[src/rtl/pipe_pkg.sv]
// Shared pipeline definitions: datapath width, ALU/next-PC/writeback codes,
// the EX/MEM boundary record and the forwarding match helper.
package pipe_pkg;

  localparam int unsigned XLEN = 32;

  typedef enum logic [4:0] {
    ALU_NOP   = 5'd0,
    ALU_LUI   = 5'd1,
    ALU_AUIPC = 5'd2,
    ALU_ADD   = 5'd3,
    ALU_SUB   = 5'd4,
    ALU_BNE   = 5'd5,
    ALU_BLT   = 5'd6,
    ALU_BGE   = 5'd7,
    ALU_BLTU  = 5'd8,
    ALU_SLT   = 5'd9,
    ALU_SLTU  = 5'd10,
    ALU_XOR   = 5'd11,
    ALU_OR    = 5'd12,
    ALU_AND   = 5'd13,
    ALU_SLL   = 5'd14,
    ALU_SRL   = 5'd15,
    ALU_MUL   = 5'd16,
    ALU_SRA   = 5'd17,
    ALU_BGEU  = 5'd18,
    ALU_BEQ   = 5'd19
  } alu_op_e;

  typedef enum logic [2:0] {
    NPC_PC4    = 3'b000,
    NPC_BRANCH = 3'b001,
    NPC_JAL    = 3'b010,
    NPC_JALR   = 3'b100
  } npc_op_e;

  typedef enum logic [1:0] {
    WD_ALU = 2'd0,
    WD_MEM = 2'd1,
    WD_PC  = 2'd2
  } wd_sel_e;

  typedef enum logic [1:0] {
    MUL_IDLE,
    MUL_RUN,
    MUL_DONE
  } mul_state_e;

  typedef struct packed {
    logic            reg_write;
    logic            mem_w;
    logic            ltype;
    logic [2:0]      dm_ctrl;
    logic [1:0]      wd_sel;
    logic [4:0]      rd;
    logic [XLEN-1:0] alu_result;
    logic [XLEN-1:0] store_data;
    logic [XLEN-1:0] pc4;
  } ex_mem_t;

  // x0 is never a forwarding source, whatever the producer claims.
  function automatic logic fwd_hit(input logic we, input logic [4:0] rd, input logic [4:0] rs);
    return we && (rd != 5'd0) && (rd == rs);
  endfunction

endpackage

[src/rtl/exe_stage_if.sv]
// ID/EX input fields and EX/MEM output fields of the execute stage.
// master: the surrounding pipeline; slave: exe_stage.
interface exe_stage_if import pipe_pkg::*; ();

    logic            i_exe_RegWrite;
    logic            i_exe_mem_w;
    logic            i_exe_ALUSrc;
    logic            i_exe_ltype;
    logic [4:0]      i_exe_ALUOp;
    logic [2:0]      i_exe_dm_ctrl;
    logic [1:0]      i_exe_WDSel;
    logic [2:0]      i_exe_NPCOp;
    logic [XLEN-1:0] i_exe_pc;
    logic [XLEN-1:0] i_exe_RD1;
    logic [XLEN-1:0] i_exe_RD2;
    logic [XLEN-1:0] i_exe_immout;
    logic [4:0]      i_exe_rd;
    logic [4:0]      i_exe_rs1;
    logic [4:0]      i_exe_rs2;

    logic            o_mem_RegWrite;
    logic            o_mem_mem_w;
    logic            o_mem_ltype;
    logic [2:0]      o_mem_dm_ctrl;
    logic [1:0]      o_mem_WDSel;
    logic [4:0]      o_mem_rd;
    logic [XLEN-1:0] o_mem_alu_result;
    logic [XLEN-1:0] o_mem_store_data;
    logic [XLEN-1:0] o_mem_pc4;

    modport master (
        output i_exe_RegWrite, i_exe_mem_w, i_exe_ALUSrc, i_exe_ltype, i_exe_ALUOp,
               i_exe_dm_ctrl, i_exe_WDSel, i_exe_NPCOp, i_exe_pc, i_exe_RD1, i_exe_RD2,
               i_exe_immout, i_exe_rd, i_exe_rs1, i_exe_rs2,
        input  o_mem_RegWrite, o_mem_mem_w, o_mem_ltype, o_mem_dm_ctrl, o_mem_WDSel,
               o_mem_rd, o_mem_alu_result, o_mem_store_data, o_mem_pc4
    );

    modport slave (
        input  i_exe_RegWrite, i_exe_mem_w, i_exe_ALUSrc, i_exe_ltype, i_exe_ALUOp,
               i_exe_dm_ctrl, i_exe_WDSel, i_exe_NPCOp, i_exe_pc, i_exe_RD1, i_exe_RD2,
               i_exe_immout, i_exe_rd, i_exe_rs1, i_exe_rs2,
        output o_mem_RegWrite, o_mem_mem_w, o_mem_ltype, o_mem_dm_ctrl, o_mem_WDSel,
               o_mem_rd, o_mem_alu_result, o_mem_store_data, o_mem_pc4
    );

endinterface

[src/rtl/exe_mul_iter.sv]
// Iterative shift-add multiplier: one multiplier bit per RUN cycle, result
// presented in DONE. Operands are sampled only when leaving IDLE.
module exe_mul_iter import pipe_pkg::*; #(
    parameter int unsigned WIDTH    = XLEN,
    parameter int unsigned MUL_ITER = XLEN
) (
    input  logic             clk,
    input  logic             resetn,
    input  logic             flush,
    input  logic             start,
    input  logic [WIDTH-1:0] op_a,
    input  logic [WIDTH-1:0] op_b,
    output logic             busy,
    output logic             done,
    output logic [WIDTH-1:0] result
);

    localparam int unsigned CW = (MUL_ITER > 1) ? $clog2(MUL_ITER) : 1;

    mul_state_e     state;
    logic [WIDTH-1:0] a_q;
    logic [WIDTH-1:0] b_q;
    logic [WIDTH-1:0] acc;
    logic [CW-1:0]    cnt;

    always_ff @(posedge clk or posedge resetn) begin
        if (resetn) begin
            state <= MUL_IDLE;
            a_q   <= '0;
            b_q   <= '0;
            acc   <= '0;
            cnt   <= '0;
        end else if (flush) begin
            state <= MUL_IDLE;
        end else begin
            case (state)
                MUL_IDLE: if (start) begin
                    a_q   <= op_a;
                    b_q   <= op_b;
                    acc   <= '0;
                    cnt   <= '0;
                    state <= MUL_RUN;
                end
                MUL_RUN: begin
                    if (b_q[0]) acc <= acc + a_q;
                    a_q <= a_q << 1;
                    b_q <= b_q >> 1;
                    cnt <= cnt + CW'(1);
                    if (cnt == CW'(MUL_ITER - 1)) state <= MUL_DONE;
                end
                MUL_DONE: state <= MUL_IDLE;
                default:  state <= MUL_IDLE;
            endcase
        end
    end

    // Reset and flush both release the front end in the same cycle they arrive.
    assign busy   = !resetn && !flush && (((state == MUL_IDLE) && start) || (state == MUL_RUN));
    assign done   = (state == MUL_DONE);
    assign result = acc;

endmodule

[src/rtl/exe_stage.sv]
// Execute stage: MEM/WB forwarding, single-cycle ALU, branch/jump redirect,
// iterative multiplier, and the EX/MEM boundary register.
module exe_stage import pipe_pkg::*; #(
    parameter int unsigned MUL_ITER = XLEN
) (
    input  logic            clk,
    input  logic            resetn,
    input  logic            flush,
    exe_stage_if.slave      bus,
    input  logic            i_mem_RegWrite,
    input  logic [4:0]      i_mem_rd,
    input  logic [XLEN-1:0] i_mem_fwd,
    input  logic            i_wb_RegWrite,
    input  logic [4:0]      i_wb_rd,
    input  logic [XLEN-1:0] i_wb_wdata,
    output logic            o_busy,
    output logic            o_redirect,
    output logic [XLEN-1:0] o_redirect_pc
);

    alu_op_e         op;
    logic [XLEN-1:0] rs1_val, rs2_val, alu_b, alu_y, mul_y;
    logic            lt_s, lt_u, mul_done, redirect_raw;
    ex_mem_t         ex_mem_q;

    assign op = alu_op_e'(bus.i_exe_ALUOp);

    always_comb begin
        rs1_val = bus.i_exe_RD1;
        if (fwd_hit(i_mem_RegWrite, i_mem_rd, bus.i_exe_rs1))    rs1_val = i_mem_fwd;
        else if (fwd_hit(i_wb_RegWrite, i_wb_rd, bus.i_exe_rs1)) rs1_val = i_wb_wdata;
        rs2_val = bus.i_exe_RD2;
        if (fwd_hit(i_mem_RegWrite, i_mem_rd, bus.i_exe_rs2))    rs2_val = i_mem_fwd;
        else if (fwd_hit(i_wb_RegWrite, i_wb_rd, bus.i_exe_rs2)) rs2_val = i_wb_wdata;
    end

    assign alu_b = bus.i_exe_ALUSrc ? bus.i_exe_immout : rs2_val;
    assign lt_s  = $signed(rs1_val) < $signed(alu_b);
    assign lt_u  = rs1_val < alu_b;

    always_comb begin
        alu_y = '0;
        case (op)
            ALU_LUI:   alu_y = alu_b;
            ALU_AUIPC: alu_y = bus.i_exe_pc + alu_b;
            ALU_ADD:   alu_y = rs1_val + alu_b;
            ALU_SUB:   alu_y = rs1_val - alu_b;
            ALU_BEQ:   alu_y = XLEN'(rs1_val == alu_b);
            ALU_BNE:   alu_y = XLEN'(rs1_val != alu_b);
            ALU_BLT,
            ALU_SLT:   alu_y = XLEN'(lt_s);
            ALU_BGE:   alu_y = XLEN'(!lt_s);
            ALU_BLTU,
            ALU_SLTU:  alu_y = XLEN'(lt_u);
            ALU_BGEU:  alu_y = XLEN'(!lt_u);
            ALU_XOR:   alu_y = rs1_val ^ alu_b;
            ALU_OR:    alu_y = rs1_val | alu_b;
            ALU_AND:   alu_y = rs1_val & alu_b;
            ALU_SLL:   alu_y = rs1_val << alu_b[4:0];
            ALU_SRL:   alu_y = rs1_val >> alu_b[4:0];
            ALU_SRA:   alu_y = $signed(rs1_val) >>> alu_b[4:0];
            default:   alu_y = '0;
        endcase
    end

    always_comb begin
        redirect_raw  = 1'b0;
        o_redirect_pc = bus.i_exe_pc + bus.i_exe_immout;
        case (npc_op_e'(bus.i_exe_NPCOp))
            NPC_BRANCH: redirect_raw = |alu_y;
            NPC_JAL:    redirect_raw = 1'b1;
            NPC_JALR: begin
                redirect_raw  = 1'b1;
                o_redirect_pc = (rs1_val + bus.i_exe_immout) & ~XLEN'(1);
            end
            default: redirect_raw = 1'b0;
        endcase
    end

    assign o_redirect = redirect_raw && !flush && !o_busy;

    exe_mul_iter #(
        .WIDTH    (XLEN),
        .MUL_ITER (MUL_ITER)
    ) u_mul (
        .clk    (clk),
        .resetn (resetn),
        .flush  (flush),
        .start  (op == ALU_MUL),
        .op_a   (rs1_val),
        .op_b   (rs2_val),
        .busy   (o_busy),
        .done   (mul_done),
        .result (mul_y)
    );

    // ID/EX is held during a multiply, so DONE still sees the MUL's own control fields.
    always_ff @(posedge clk or posedge resetn) begin
        if (resetn) begin
            ex_mem_q <= '0;
        end else if (flush || o_busy) begin
            ex_mem_q <= '0;
        end else begin
            ex_mem_q.reg_write  <= bus.i_exe_RegWrite;
            ex_mem_q.mem_w      <= bus.i_exe_mem_w;
            ex_mem_q.ltype      <= bus.i_exe_ltype;
            ex_mem_q.dm_ctrl    <= bus.i_exe_dm_ctrl;
            ex_mem_q.wd_sel     <= bus.i_exe_WDSel;
            ex_mem_q.rd         <= bus.i_exe_rd;
            ex_mem_q.alu_result <= mul_done ? mul_y : alu_y;
            ex_mem_q.store_data <= rs2_val;
            ex_mem_q.pc4        <= bus.i_exe_pc + XLEN'(4);
        end
    end

    assign bus.o_mem_RegWrite   = ex_mem_q.reg_write;
    assign bus.o_mem_mem_w      = ex_mem_q.mem_w;
    assign bus.o_mem_ltype      = ex_mem_q.ltype;
    assign bus.o_mem_dm_ctrl    = ex_mem_q.dm_ctrl;
    assign bus.o_mem_WDSel      = ex_mem_q.wd_sel;
    assign bus.o_mem_rd         = ex_mem_q.rd;
    assign bus.o_mem_alu_result = ex_mem_q.alu_result;
    assign bus.o_mem_store_data = ex_mem_q.store_data;
    assign bus.o_mem_pc4        = ex_mem_q.pc4;

endmodule

[src/flat_wrapper.sv]
// flat-port wrapper written by rule: the top's interface ports become plain ports
module exe_stage_flat import pipe_pkg::*;
#(
    parameter int unsigned MUL_ITER = XLEN
)
  (clk, resetn, flush, i_mem_RegWrite, i_mem_rd, i_mem_fwd, i_wb_RegWrite, i_wb_rd, i_wb_wdata, o_busy, o_redirect, o_redirect_pc, bus_i_exe_RegWrite, bus_i_exe_mem_w, bus_i_exe_ALUSrc, bus_i_exe_ltype, bus_i_exe_ALUOp, bus_i_exe_dm_ctrl, bus_i_exe_WDSel, bus_i_exe_NPCOp, bus_i_exe_pc, bus_i_exe_RD1, bus_i_exe_RD2, bus_i_exe_immout, bus_i_exe_rd, bus_i_exe_rs1, bus_i_exe_rs2, bus_o_mem_RegWrite, bus_o_mem_mem_w, bus_o_mem_ltype, bus_o_mem_dm_ctrl, bus_o_mem_WDSel, bus_o_mem_rd, bus_o_mem_alu_result, bus_o_mem_store_data, bus_o_mem_pc4);
  exe_stage_if bus_i ();
  input  logic clk;
  input  logic resetn;
  input  logic flush;
  input  logic i_mem_RegWrite;
  input  logic [4:0] i_mem_rd;
  input  logic [XLEN-1:0] i_mem_fwd;
  input  logic i_wb_RegWrite;
  input  logic [4:0] i_wb_rd;
  input  logic [XLEN-1:0] i_wb_wdata;
  output logic o_busy;
  output logic o_redirect;
  output logic [XLEN-1:0] o_redirect_pc;
  input wire logic [$bits(bus_i.i_exe_RegWrite)-1:0] bus_i_exe_RegWrite;
  input wire logic [$bits(bus_i.i_exe_mem_w)-1:0] bus_i_exe_mem_w;
  input wire logic [$bits(bus_i.i_exe_ALUSrc)-1:0] bus_i_exe_ALUSrc;
  input wire logic [$bits(bus_i.i_exe_ltype)-1:0] bus_i_exe_ltype;
  input wire logic [$bits(bus_i.i_exe_ALUOp)-1:0] bus_i_exe_ALUOp;
  input wire logic [$bits(bus_i.i_exe_dm_ctrl)-1:0] bus_i_exe_dm_ctrl;
  input wire logic [$bits(bus_i.i_exe_WDSel)-1:0] bus_i_exe_WDSel;
  input wire logic [$bits(bus_i.i_exe_NPCOp)-1:0] bus_i_exe_NPCOp;
  input wire logic [$bits(bus_i.i_exe_pc)-1:0] bus_i_exe_pc;
  input wire logic [$bits(bus_i.i_exe_RD1)-1:0] bus_i_exe_RD1;
  input wire logic [$bits(bus_i.i_exe_RD2)-1:0] bus_i_exe_RD2;
  input wire logic [$bits(bus_i.i_exe_immout)-1:0] bus_i_exe_immout;
  input wire logic [$bits(bus_i.i_exe_rd)-1:0] bus_i_exe_rd;
  input wire logic [$bits(bus_i.i_exe_rs1)-1:0] bus_i_exe_rs1;
  input wire logic [$bits(bus_i.i_exe_rs2)-1:0] bus_i_exe_rs2;
  output wire logic [$bits(bus_i.o_mem_RegWrite)-1:0] bus_o_mem_RegWrite;
  output wire logic [$bits(bus_i.o_mem_mem_w)-1:0] bus_o_mem_mem_w;
  output wire logic [$bits(bus_i.o_mem_ltype)-1:0] bus_o_mem_ltype;
  output wire logic [$bits(bus_i.o_mem_dm_ctrl)-1:0] bus_o_mem_dm_ctrl;
  output wire logic [$bits(bus_i.o_mem_WDSel)-1:0] bus_o_mem_WDSel;
  output wire logic [$bits(bus_i.o_mem_rd)-1:0] bus_o_mem_rd;
  output wire logic [$bits(bus_i.o_mem_alu_result)-1:0] bus_o_mem_alu_result;
  output wire logic [$bits(bus_i.o_mem_store_data)-1:0] bus_o_mem_store_data;
  output wire logic [$bits(bus_i.o_mem_pc4)-1:0] bus_o_mem_pc4;
  assign bus_i.i_exe_RegWrite = bus_i_exe_RegWrite;
  assign bus_i.i_exe_mem_w = bus_i_exe_mem_w;
  assign bus_i.i_exe_ALUSrc = bus_i_exe_ALUSrc;
  assign bus_i.i_exe_ltype = bus_i_exe_ltype;
  assign bus_i.i_exe_ALUOp = bus_i_exe_ALUOp;
  assign bus_i.i_exe_dm_ctrl = bus_i_exe_dm_ctrl;
  assign bus_i.i_exe_WDSel = bus_i_exe_WDSel;
  assign bus_i.i_exe_NPCOp = bus_i_exe_NPCOp;
  assign bus_i.i_exe_pc = bus_i_exe_pc;
  assign bus_i.i_exe_RD1 = bus_i_exe_RD1;
  assign bus_i.i_exe_RD2 = bus_i_exe_RD2;
  assign bus_i.i_exe_immout = bus_i_exe_immout;
  assign bus_i.i_exe_rd = bus_i_exe_rd;
  assign bus_i.i_exe_rs1 = bus_i_exe_rs1;
  assign bus_i.i_exe_rs2 = bus_i_exe_rs2;
  assign bus_o_mem_RegWrite = bus_i.o_mem_RegWrite;
  assign bus_o_mem_mem_w = bus_i.o_mem_mem_w;
  assign bus_o_mem_ltype = bus_i.o_mem_ltype;
  assign bus_o_mem_dm_ctrl = bus_i.o_mem_dm_ctrl;
  assign bus_o_mem_WDSel = bus_i.o_mem_WDSel;
  assign bus_o_mem_rd = bus_i.o_mem_rd;
  assign bus_o_mem_alu_result = bus_i.o_mem_alu_result;
  assign bus_o_mem_store_data = bus_i.o_mem_store_data;
  assign bus_o_mem_pc4 = bus_i.o_mem_pc4;
  exe_stage #(.MUL_ITER(MUL_ITER)) u_core (.clk(clk), .resetn(resetn), .flush(flush), .bus(bus_i), .i_mem_RegWrite(i_mem_RegWrite), .i_mem_rd(i_mem_rd), .i_mem_fwd(i_mem_fwd), .i_wb_RegWrite(i_wb_RegWrite), .i_wb_rd(i_wb_rd), .i_wb_wdata(i_wb_wdata), .o_busy(o_busy), .o_redirect(o_redirect), .o_redirect_pc(o_redirect_pc));
endmodule
[config.mk]
export PLATFORM = sky130hd
export DESIGN_NAME = exe_stage_flat
export DESIGN_NICKNAME = d
export VERILOG_FILES = /design/src/rtl/pipe_pkg.sv /design/src/rtl/exe_stage_if.sv /design/src/rtl/exe_mul_iter.sv /design/src/rtl/exe_stage.sv /design/src/flat_wrapper.sv
export SDC_FILE = /design/constraint.sdc
export NUM_CORES = 1
export LEC_CHECK = 0
export ABC_AREA = 0
export CAP_MARGIN = 20
export CORE_ASPECT_RATIO = 1.2
export CORE_UTILIZATION = 30
export CTS_BUF_LIST = sky130_fd_sc_hd__clkbuf_4 sky130_fd_sc_hd__clkbuf_8 sky130_fd_sc_hd__clkbuf_16
export CTS_CLUSTER_DIAMETER = 60
export DETAILED_ROUTE_END_ITERATION = 12
export HOLD_SLACK_MARGIN = 0.06
export SLEW_MARGIN = 20
export SYNTH_ARGS = -nofsm -noshare
export SYNTH_HDL_FRONTEND = slang
export SYNTH_SLANG_ARGS = --single-unit
[constraint.sdc]
create_clock -name clk -period 12.1 [get_ports clk]
set_input_delay 2.42 -clock clk [delete_from_list [all_inputs] [get_ports clk]]
set_output_delay 2.42 -clock clk [all_outputs]
set_load 0.02 [all_outputs]
# Yosys cells after proc, flatten, opt, wreduce, memory -nomap -nowiden

Index checks and enable logic that the tools add are counted.
W data, S select, Z words.

Add/sub/neg operators: 8
Magnitude comparators: 2
Eq/ne operators: 35
Shift operators: 3
Mux-type cells: 23
Bitwise operators: 4
Reduce and logical (&&, ||, !) cells: 29

Operators by type and width:

| operator                | number |
|---|---|
| $pmux W32 S16           | 1 |
| $mux W32                | 11 |
| $pmux W32 S2            | 3 |
| $add A32 B32 Y32        | 5 |
| $mux W109               | 1 |
| $lt A32 B32 Y1          | 2 |
| $eq A5 B4 Y1 const B    | 8 |
| $add A32 B3 Y32 const B | 1 |
| $and A32 B32 Y32        | 1 |
| $eq A32 B32 Y1          | 1 |
| $ne A32 B32 Y1          | 1 |
| $or A32 B32 Y32         | 1 |
| $reduce_or A32 Y1       | 1 |
| $shl A32 B5 Y32         | 1 |
| $shr A32 B5 Y32         | 1 |
| $sshr A32 B5 Y32        | 1 |
| $sub A32 B32 Y32        | 1 |
| $xor A32 B32 Y32        | 1 |
| $eq A5 B5 Y1 const B    | 5 |
| $eq A5 B3 Y1 const B    | 4 |
| $eq A5 B5 Y1            | 4 |
| $logic_and A1 B1 Y1     | 11 |
| $eq A5 B2 Y1 const B    | 2 |
| $pmux W5 S2             | 1 |
| 23 further kinds        | 35 |

Register bits: 212
Logic and storage cells: 118

# Longest topological paths before layout

Gate-level depths: netlist (run 1).

Depth in word-level cells: 13
Mapped depth: 30

# Hierarchy

A second synthesis (run 1) with hierarchy kept.

Cells, all modules: 3419
Area, all modules: 26135.1 µm²

Modules (own cells, without submodules):

| module       | instances | cells each | area an instance (µm²) |
|---|---|---|---|
| exe_stage    | 1         | 2752       | 20024.2 |
| exe_mul_iter | 1         | 667        | 6110.9 |

# Worst setup path after synthesis (run 1)

No wires, ideal clock.

Path type: input -> output
Start: in i_mem_rd[1]
End: out o_redirect
Arrival time: 8727 ps
Path slack: 953 ps
Stages on the path: 29
Path buffers: 6
Cells stage by stage: or4_4 > o211ai_2 > nor2_2 > o311ai_1 > and2_1 > buf_2 > inv_2 > buf_4 > buf_2 > buf_2 > buf_2 > buf_2 > ha_1 > o21ai_0 > nand2b_1 > a21oi_1 > a21oi_1 > o21a_1 > o22ai_1 > o211a_1 > o211ai_2 > a311o_1 > o221ai_2 > a211oi_2 > o41ai_1 > mux2_1 > a221oi_1 > nor2b_1 > a211o_1

Cells in the longest elaborated chain, start to end: 12

RTL lines:

| element                               | RTL line                         | text |
|---|---|---|
| from (decl)                           | flat_wrapper.sv:12               | `input logic [4:0] i_mem_rd;` |
| $reduce_bool A5 Y1                    | pipe_pkg.sv:63                   | `return we && (rd != 5'd0) && (rd == rs);` |
| $logic_and A1 B1 Y1 (2 in series)     | pipe_pkg.sv:63                   |  |
| $mux W32                              | exe_stage.sv:33                  | `if (fwd_hit(i_mem_RegWrite, i_mem_rd, bus.i_exe_rs2)) rs2_val = i_mem_fwd;` |
| $mux W32                              | exe_stage.sv:37                  | `assign alu_b = bus.i_exe_ALUSrc ? bus.i_exe_immout : rs2_val;` |
| $lt A32 B32 Y1 (on tied branches)     | exe_stage.sv:39, exe_stage.sv:38 |  |
| $logic_not A1 Y1 (on tied branches)   | exe_stage.sv:55, exe_stage.sv:52 |  |
| $pmux W32 S16 (*)                     | exe_stage.sv:43                  | `case (op)` |
| $reduce_or A32 Y1 (*)                 | exe_stage.sv:70                  | `NPC_BRANCH: redirect_raw = \|alu_y;` |
| $pmux W1 S2 (*)                       | exe_stage.sv:69                  | `case (npc_op_e'(bus.i_exe_NPCOp))` |
| $logic_and A1 B1 Y1 (*) (2 in series) | exe_stage.sv:80                  | `assign o_redirect = redirect_raw && !flush && !o_busy;` |
| to (decl)                             | flat_wrapper.sv:18               | `output logic o_redirect;` |

Mark *: on every way between the ends. The rest lies on a longest branch, timed or not.

# Final worst setup path (run 1)

Start: in i_wb_rd[0]
End: out o_redirect

Cells in the longest elaborated chain, start to end: 13

RTL lines:

| element                               | RTL line                         | text |
|---|---|---|
| from (decl)                           | flat_wrapper.sv:15               | `input logic [4:0] i_wb_rd;` |
| $reduce_bool A5 Y1                    | pipe_pkg.sv:63                   |  |
| $logic_and A1 B1 Y1 (2 in series)     | pipe_pkg.sv:63                   |  |
| $mux W32                              | exe_stage.sv:34                  | `else if (fwd_hit(i_wb_RegWrite, i_wb_rd, bus.i_exe_rs2)) rs2_val = i_wb_wdata;` |
| $mux W32                              | exe_stage.sv:33                  |  |
| $mux W32                              | exe_stage.sv:37                  |  |
| $lt A32 B32 Y1 (on tied branches)     | exe_stage.sv:39, exe_stage.sv:38 |  |
| $logic_not A1 Y1 (on tied branches)   | exe_stage.sv:55, exe_stage.sv:52 |  |
| $pmux W32 S16 (*)                     | exe_stage.sv:43                  |  |
| $reduce_or A32 Y1 (*)                 | exe_stage.sv:70                  |  |
| $pmux W1 S2 (*)                       | exe_stage.sv:69                  |  |
| $logic_and A1 B1 Y1 (*) (2 in series) | exe_stage.sv:80                  |  |

Marked as above.

==> insert_results.sql, run 1 <==
INSERT INTO impl_metrics (metric_group, metric, value, unit) VALUES
('finish', 'total_nets_final', '4463', ''),
('placed_design', 'finalWeightedCongestion', '1.08', ''),
('power', 'combinational_share_of_power', '0.510', ''),
('power', 'clock_power_share', '0.248', ''),
('placed_design', 'buffer_ports.inserted', '381', ''),
('sta', 'final.hold.worst_slack', '0.479', 'ns'),
('floorplanning', 'starting_density', '0.303', ''),
('finish', 'ff_latch_area', '0.00531', 'sq mm'),
('power', 'power.leakage', '0.0147', 'uW'),
('clocking', 'cts.sink_count', '212', ''),
('power', 'internal-power', '1980', 'uW'),
('synth', 'syn-cell-area', '0.0263', 'sq mm'),
('synth', 'netlist-cell-type-count', '105', ''),
('synth', 'synth.net_count', '3988', ''),
('setup_path', 'worstSetupStartpoint', 'i_wb_rd[0]', ''),
('sta', 'worstMarginPinSlew', '1.08', 'ns'),
('setup_path', 'worst_setup_path_endpoint', 'o_redirect', ''),
('floorplanning', 'io_pins', '382', ''),
('drt', 'vias', '31500', ''),
('global_routing', 'global_route.peak_usage_layer', 'met2', ''),
('global_routing', 'met3_usage', '0.0633', ''),
('synth', 'ys_async_sr_fraction', '1.00', ''),
('setup_path', 'worst_ep_arrival_time', '9.64', 'ns'),
('setup_path', 'destination_of_the_worst_register_to_register_timing_path', 'u_core.u_mul.result[30]$_DFFE_PP0P_', ''),
('synth', 'yosys_register_bits', '212', ''),
('global_routing', 'grt_max_degree', '97', ''),
('drt', 'antenna_left', '0', ''),
('sta', 'max-slew-margin-rel', '0.279', ''),
('global_routing', 'gr-usage-met2', '0.547', ''),
('clocking', 'cts_inserted_buffers', '29', ''),
('global_routing', 'grtUsageTotal', '0.343', ''),
('drt', 'post-route-drc-count', '0', ''),
('placed_design', 'dpl_cell_area', '0.0328', 'sq mm'),
('drt', 'drt_wl_total', '157000', 'microns'),
('sta', 'timing.clock.skew', '0.0489', 'ns'),
('power', 'post_layout_total_power', '3540', 'uW'),
('run_status', 'status', 'completed', ''),
('global_routing', 'via_count_of_the_first_global_routing_pass', '30400', ''),
('synth', 'yosys-top-cells-area', 'dfrtp_1, ha_1, o21ai_0, nand2_1, mux2i_1', ''),
('placed_design', 'dpl.hpwl', '124000', 'microns'),
('finish', 'multi_input_comb_area', '0.0197', 'sq mm'),
('drt', 'first_pass_iters', '6', ''),
('global_routing', 'grt_pass1_wl', '221000', 'microns'),
('synth', 'synth_seq_area_share', '0.202', ''),
('floorplanning', 'fp.dieArea', '0.0887', 'sq mm'),
('power', 'power.switching_fraction', '0.442', ''),
('sta', 'fin_crit', '12.06', 'ns'),
('floorplanning', 'core', '0.0865', 'sq mm'),
('setup_path', 'crit_fanout', '22', ''),
('clocking', 'path_clk_slew', '0.06', 'ns'),
('setup_path', 'r2r_setup_slack', '6.96', 'ns'),
('synth', 'netlist.area_leader.share', '0.202', ''),
('sta', 'hold_violations', '0', ''),
('sta', 'report.final.slew_viol_count', '0', ''),
('synth', 'synth-edff-count', '0', ''),
('finish', 'fill_cells', '9187', ''),
('drt', 'avgRoutedWirePerCell', '30.2', 'microns'),
('setup_path', 'worst-endpoint-required', '9.68', 'ns'),
('setup_path', 'reg2regPathDepth', '19', ''),
('synth', 'post-synth-top-area-cell', 'dfrtp_1', ''),
('clocking', 'insertion_delay', '0.64', 'ns'),
('synth', 'synth.avg_cell_area', '7.41', 'sq um'),
('clocking', 'clockBufferDepth', '3', ''),
('power', 'vdd_drop_max', '0.116', 'mV'),
('setup_path', 'path_class', 'input pin to output pin', ''),
('global_routing', 'grt_util_met1', '0.417', ''),
('clocking', 'htreeDepth', '1', ''),
('drt', 'drt-initial-drc-count', '3525', ''),
('power', 'p_switching', '1570', 'uW'),
('run', 'timing.max_cap.violations', '0', ''),
('global_routing', 'grt_ovf', '0', '');
-- area by class of cell --
type | count | area share
Tap cell | 1140 | 0.0420
Sequential cell | 212 | 0.156
Clock buffer | 38 | 0.0245
Clock inverter | 14 | 0.00417
Antenna cell | 6 | 0.000442
Multi-Input combinational cell | 2977 | 0.581
Inverter | 136 | 0.0153
Timing Repair Buffer | 663 | 0.177
-- metrics by stage --
step | worst slack, ns | instances | utilization
2_1_floorplan | 0.953 | 3544 | -
3_3_place_gp | -0.160 | 5121 | 0.379
3_5_place_dp | -0.221 | 5121 | 0.379
4_1_cts | 0.0114 | 5173 | 0.390
5_1_grt | -0.0259 | 5185 | 0.392
6_report | 0.0412 | 5186 | 0.392
-- power by group through the flow --
stage	sequential, uW	clock (uW)	combinational, uW
2_1_floorplan	880	0	948
3_3_place_gp	867	0	1740
3_5_place_dp	868	0	1740
4_1_cts	857	898	1750
5_1_grt	867	923	1900
6_report	857	879	1810
-- cell usage in the layout, fill, tap and decap left out, types with 22 or more instances in the layout --
cell type and count:
a21o_1 39, clkbuf_16 29, inv_1 120, a211oi_1 48, o21ai_0 325, o211ai_1 47
xor2_1 57, mux2i_1 132, nand2b_1 22, o21ai_1 32, buf_4 276, a221oi_1 23
nand2_1 360, and2_1 66, nand4_1 24, clkdlybuf4s50_1 381, dfrtp_1 212, and3_1 34
a22o_1 28, o22ai_1 35, nor2_1 321, a31o_2 22, a21oi_1 260, ha_1 201
a31oi_1 40, o221ai_1 23, nor3_1 131, xnor2_1 111, or3_1 25, nand3_1 134
o31ai_1 29, o21a_1 26, o21bai_1 26
-- sequential cells by signal, summed over array words and instances, names as in the netlist, 3 cells and up --
signal                       count
u_core.bus.o_mem_alu_result     32
u_core.bus.o_mem_pc4            32
u_core.bus.o_mem_store_data     32
u_core.u_mul.a_q                32
u_core.u_mul.b_q                32
u_core.u_mul.result             32
u_core.bus.o_mem_rd              5
u_core.u_mul.cnt                 5
u_core.bus.o_mem_dm_ctrl         3
-- cell usage after synthesis (67+ instances only) --
cell type / count
nand3_1: 135
and2_1: 67
inv_1: 121
a21oi_1: 261
mux2i_1: 132
nor2_1: 323
clkbuf_1: 138
nand2_1: 360
o21ai_0: 327
ha_1: 201
xnor2_1: 111
dfrtp_1: 212
nor3_1: 133
-- worst min path at each step --
stage,startpoint,to,slack [ns],depth (start not counted)
after floorplan,u_core.u_mul.b_q[10]$_DFFE_PP0P_,u_core.u_mul.b_q[10]$_DFFE_PP0P_,0.45,2
after global placement,u_core.u_mul.b_q[1]$_DFFE_PP0P_,u_core.u_mul.b_q[1]$_DFFE_PP0P_,0.46,2
final,u_core.u_mul.b_q[2]$_DFFE_PP0P_,u_core.u_mul.b_q[2]$_DFFE_PP0P_,0.48,2
after global routing,u_core.u_mul.b_q[2]$_DFFE_PP0P_,u_core.u_mul.b_q[2]$_DFFE_PP0P_,0.50,2
after CTS,u_core.u_mul.b_q[1]$_DFFE_PP0P_,u_core.u_mul.b_q[1]$_DFFE_PP0P_,0.48,2
after detailed placement,u_core.u_mul.b_q[1]$_DFFE_PP0P_,u_core.u_mul.b_q[1]$_DFFE_PP0P_,0.47,2
-- cells by family (layout without fill, tap and decap cells) --
kind of cell,count (synthesis),in the layout,share of synthesized area
AND/OR/NAND/NOR,1228,1228,0.220
AO/OA/AOI/OAI,1210,1210,0.301
buffers and inverters,355,851,0.0547
adder cells (fa/ha/maj),213,213,0.102
flip-flops,212,212,0.202
XOR/XNOR,169,169,0.0564
multiplexers,157,157,0.0646
other,0,6,0
-- critical path, stage by stage --
cell and delay [ns]:
clkdlybuf4s50_1 0.47, or4_4 0.60, o211ai_2 0.36, buf_4 0.34, o21ai_0 0.14, a31o_2 0.39
inv_1 0.50, ha_1 0.33, a21o_1 0.23, a21oi_1 0.10, o21bai_1 0.26, nor4_1 0.09
a211oi_1 0.17, o21ai_0 0.17, a221oi_1 0.61, buf_4 0.22, nand4_1 0.23, nor4_1 0.41
buf_4 0.19, and3_1 0.18, nand4_1 0.25, a211o_1 0.39, clkdlybuf4s50_1 0.56
-- metal layers --
| metal | share of wire | vias to the layer above |
|---|---|---|
| met5 | 0.00012 | - |
| met4 | 0.083 | 2 |
| met3 | 0.088 | 484 |
| met2 | 0.44 | 1786 |
| met1 | 0.38 | 15200 |
| li1 | - | 14100 |
-- repair_timing --
action / CTS / global route
hold buffers: 0 / 0
pin swaps: 0 / 2
buffers inserted: 0 / 7
endpoints found under the setup margin: 1 / 3
gates resized for setup: 3 / 20
Note: power is estimated with default switching activity, not from simulation.
==> inputs of run 2 (changes only) <==
- CELL_PAD_IN_SITES_DETAIL_PLACEMENT: default -> 0
- CELL_PAD_IN_SITES_GLOBAL_PLACEMENT: default -> 1
- PLACE_DENSITY_LB_ADDON: default -> 0.1
- clock period: 12.1 -> 10.5 ns (I/O delays scaled with it)
==> run 2 against run 1 <==
Register-to-register slack lost 1.9 ns. Via count is 6.2% higher. Final cell count rose by 12%. Worst hold slack lost 0.00058 ns. Non-clock buffer count increased by 608. Wire length grew 9.6%. Sequential cell count unchanged. Highest routed layer unchanged. Utilization grew 6.1 points. Largest power group unchanged. Final area up 16%. Combinational power grew 38%. Clock-buffer cell count shrank 4. Sequential power up 15%. Critical path type unchanged.
==> insert_results.sql, run 2 (same netlist as run 1, synthesis figures left out) <==
INSERT INTO impl_metrics (metric_group, metric, value, unit) VALUES
('setup_path', 'cp_slowest_stage_delay', '0.61', 'ns'),
('floorplanning', 'die_width', '272', 'microns'),
('clocking', 'tritoncts', 'built', ''),
('global_routing', 'via_count_of_the_first_global_routing_pass', '32900', ''),
('drt', 'avgViaCountPerCell', '5.78', ''),
('drt', 'avgRoutedWirePerCell', '29.7', 'microns'),
('global_routing', 'grtUsageTotal', '0.377', ''),
('clocking', 'htreeDepth', '1', ''),
('placed_design', 'dpl.hpwl', '141000', 'microns'),
('placed_design', 'buffer_ports.inserted', '381', ''),
('setup_path', 'path_class', 'input pin to output pin', ''),
('sta', 'timing.clock.skew', '0.0465', 'ns'),
('sta', 'fin_crit', '10.41', 'ns'),
('run', 'timing.max_cap.violations', '0', ''),
('setup_path', 'worstSetupStartpoint', 'i_wb_rd[3]', ''),
('power', 'cellPowerDensity', '117', 'mW/mm^2'),
('global_routing', 'grt_ovf', '0', ''),
('placed_design', 'finalWeightedCongestion', '1.05', ''),
('drt', 'post-route-drc-count', '0', ''),
('setup_path', 'start_kind', 'input pin', ''),
('drt', 'drt_wl_total', '172000', 'microns'),
('clocking', 'clockBufferDepth', '3', ''),
('floorplanning', 'fp.dieArea', '0.0887', 'sq mm'),
('finish', 'design_area', '0.0392', 'sq mm'),
('clocking', 'cts.sink_count', '212', ''),
('sta', 'hold_violations', '0', ''),
('floorplanning', 'starting_density', '0.303', ''),
('setup_path', 'regToRegStartpoint', 'u_core.u_mul.a_q[0]$_DFFE_PP0P_', ''),
('setup_path', 'crit_path_end_kind', 'output pin', ''),
('worst_hold_path', 'timing.hold.worst.start', 'u_core.u_mul.b_q[3]$_DFFE_PP0P_', ''),
('clocking', 'path_clk_slew', '0.06', 'ns'),
('worst_hold_path', 'hp-class', 'register to register', ''),
('placed_design', 'dpl_cell_area', '0.0374', 'sq mm'),
('floorplanning', 'die_height', '326', 'microns'),
('clocking', 'cts-root-buf', 'clkbuf_16', ''),
('clocking', 'postCtsHoldBufs', '0', ''),
('finish', 'layout.cells.most_common_list', 'buf_4, clkdlybuf4s50_1, nand2_1', ''),
('floorplanning', 'core', '0.0865', 'sq mm'),
('drt', 'vias', '33500', ''),
('clocking', 'insertion_delay', '0.62', 'ns'),
('sta', 'finalSetupViolations', '0', ''),
('floorplanning', 'row_count', '118', ''),
('drt', 'first_pass_iters', '6', ''),
('finish', 'layout.cells.most_common', 'buf_4', ''),
('power', 'vdd_drop_max', '0.142', 'mV'),
('drt', 'drt-initial-drc-count', '3234', ''),
('global_routing', 'grt_pass1_wl', '242000', 'microns'),
('sta', 'report.final.slew_viol_count', '0', ''),
('finish', 'total_nets_final', '5070', ''),
('setup_path', 'worst-endpoint-required', '8.40', 'ns'),
('sta', 'max-slew-margin-rel', '0.300', ''),
('setup_path', 'crit_fanout', '69', ''),
('setup_path', 'worst_path_max_delay_cell', 'or4_4', ''),
('sta', 'maxClockFrequency', '96.1', 'MHz'),
('sta', 'worstMarginPinSlew', '1.04', 'ns'),
('run_status', 'status', 'completed', ''),
('setup_path', 'worst_ep_arrival_time', '8.31', 'ns'),
('power', 'power.leakage', '0.0180', 'uW'),
('clocking', 'cts_inserted_buffers', '27', ''),
('global_routing', 'antenna_found_initial', '15', ''),
('sta', 'setup_tns', '0', 'ns'),
('finish', 'final_util', '0.453', ''),
('finish', 'layout-drive-gt1-share', '0.241', ''),
('sta', 'fin_crit_sh', '0.991', ''),
('floorplanning', 'io_pins', '382', ''),
('finish', 'synthToLayoutAreaGrowth', '49.4', '%'),
('global_routing', 'grt_max_degree', '97', ''),
('setup_path', 'timing.critical_path.mode_cell', 'buf_4', ''),
('drt', 'antenna_left', '0', '');
run 2: final cells by class:
cell class                 count  area (sq um)
fill                        9049         47300
multi-input combinational   2978         20100
timing repair buffer        1271         10800
sequential                   212          5310
tap                         1140          1430
clock buffer                  34           766
inverter                     136           518
clock inverter                15           262
antenna                        6          15.0
run 2: per-stage QoR:
| step | total power, uW | std cells | hold slack, ns | worst slack (ns) |
|---|---|---|---|---|
| after floorplan | 2110 | 3544 | 0.449 | 0.0814 |
| after global placement | 3390 | 5703 | 0.460 | -0.875 |
| after detailed placement | 3380 | 5703 | 0.470 | -0.881 |
| after CTS | 4530 | 5764 | 0.481 | 0.00415 |
| after global routing | 4790 | 5791 | 0.501 | -0.0514 |
| final | 4590 | 5792 | 0.479 | 0.0935 |
run 2: per-layer routing:
metal,up-vias,global-route usage,share of wire
li1,15300,-,-
met1,16300,0.468,0.41
met2,1521,0.619,0.46
met3,407,0.0635,0.070
met4,8,0.204,0.065
met5,-,0,0.00029
run 2: worst paths after layout:
| kind | endpoint | slack, ns | depth (start not counted) |
|---|---|---|---|
| worst min-delay path | u_core.u_mul.b_q[3]$_DFFE_PP0P_ | 0.48 | 2 |
| worst min register to register | u_core.u_mul.b_q[3]$_DFFE_PP0P_ | 0.48 | 2 |
| worst max-delay path | o_redirect | 0.09 | 27 |
| max in group asynchronous | u_core.u_mul.b_q[9]$_DFFE_PP0P_ | 6.91 | 3 |
| min in group asynchronous | u_core.bus.o_mem_alu_result[8]$_DFF_PP0_ | 2.08 | 2 |
| worst max register to register | u_core.u_mul.result[30]$_DFFE_PP0P_ | 5.05 | 19 |
run 2: report_power, final:
group	total [uW]	internal, uW	switching [uW]
Clock	1100	684	416
Combinational	2500	1080	1420
Sequential	988	919	69.0
run 2: critical path, delay by kind of cell:
kind	cells	cell delay, ns
AOI/OAI and AO/OA	7	2.32
buffers and inverters	11	1.79
and+or+nand+nor	8	1.77
muxes	1	0.18
run 2: repair_timing:
action                                  4_1_cts  5_1_grt
cloned                                        1        0
endpoints found under the setup margin        5        7
pin swaps                                    20       36
resized for setup                            60       77
setup buffers                                11       23
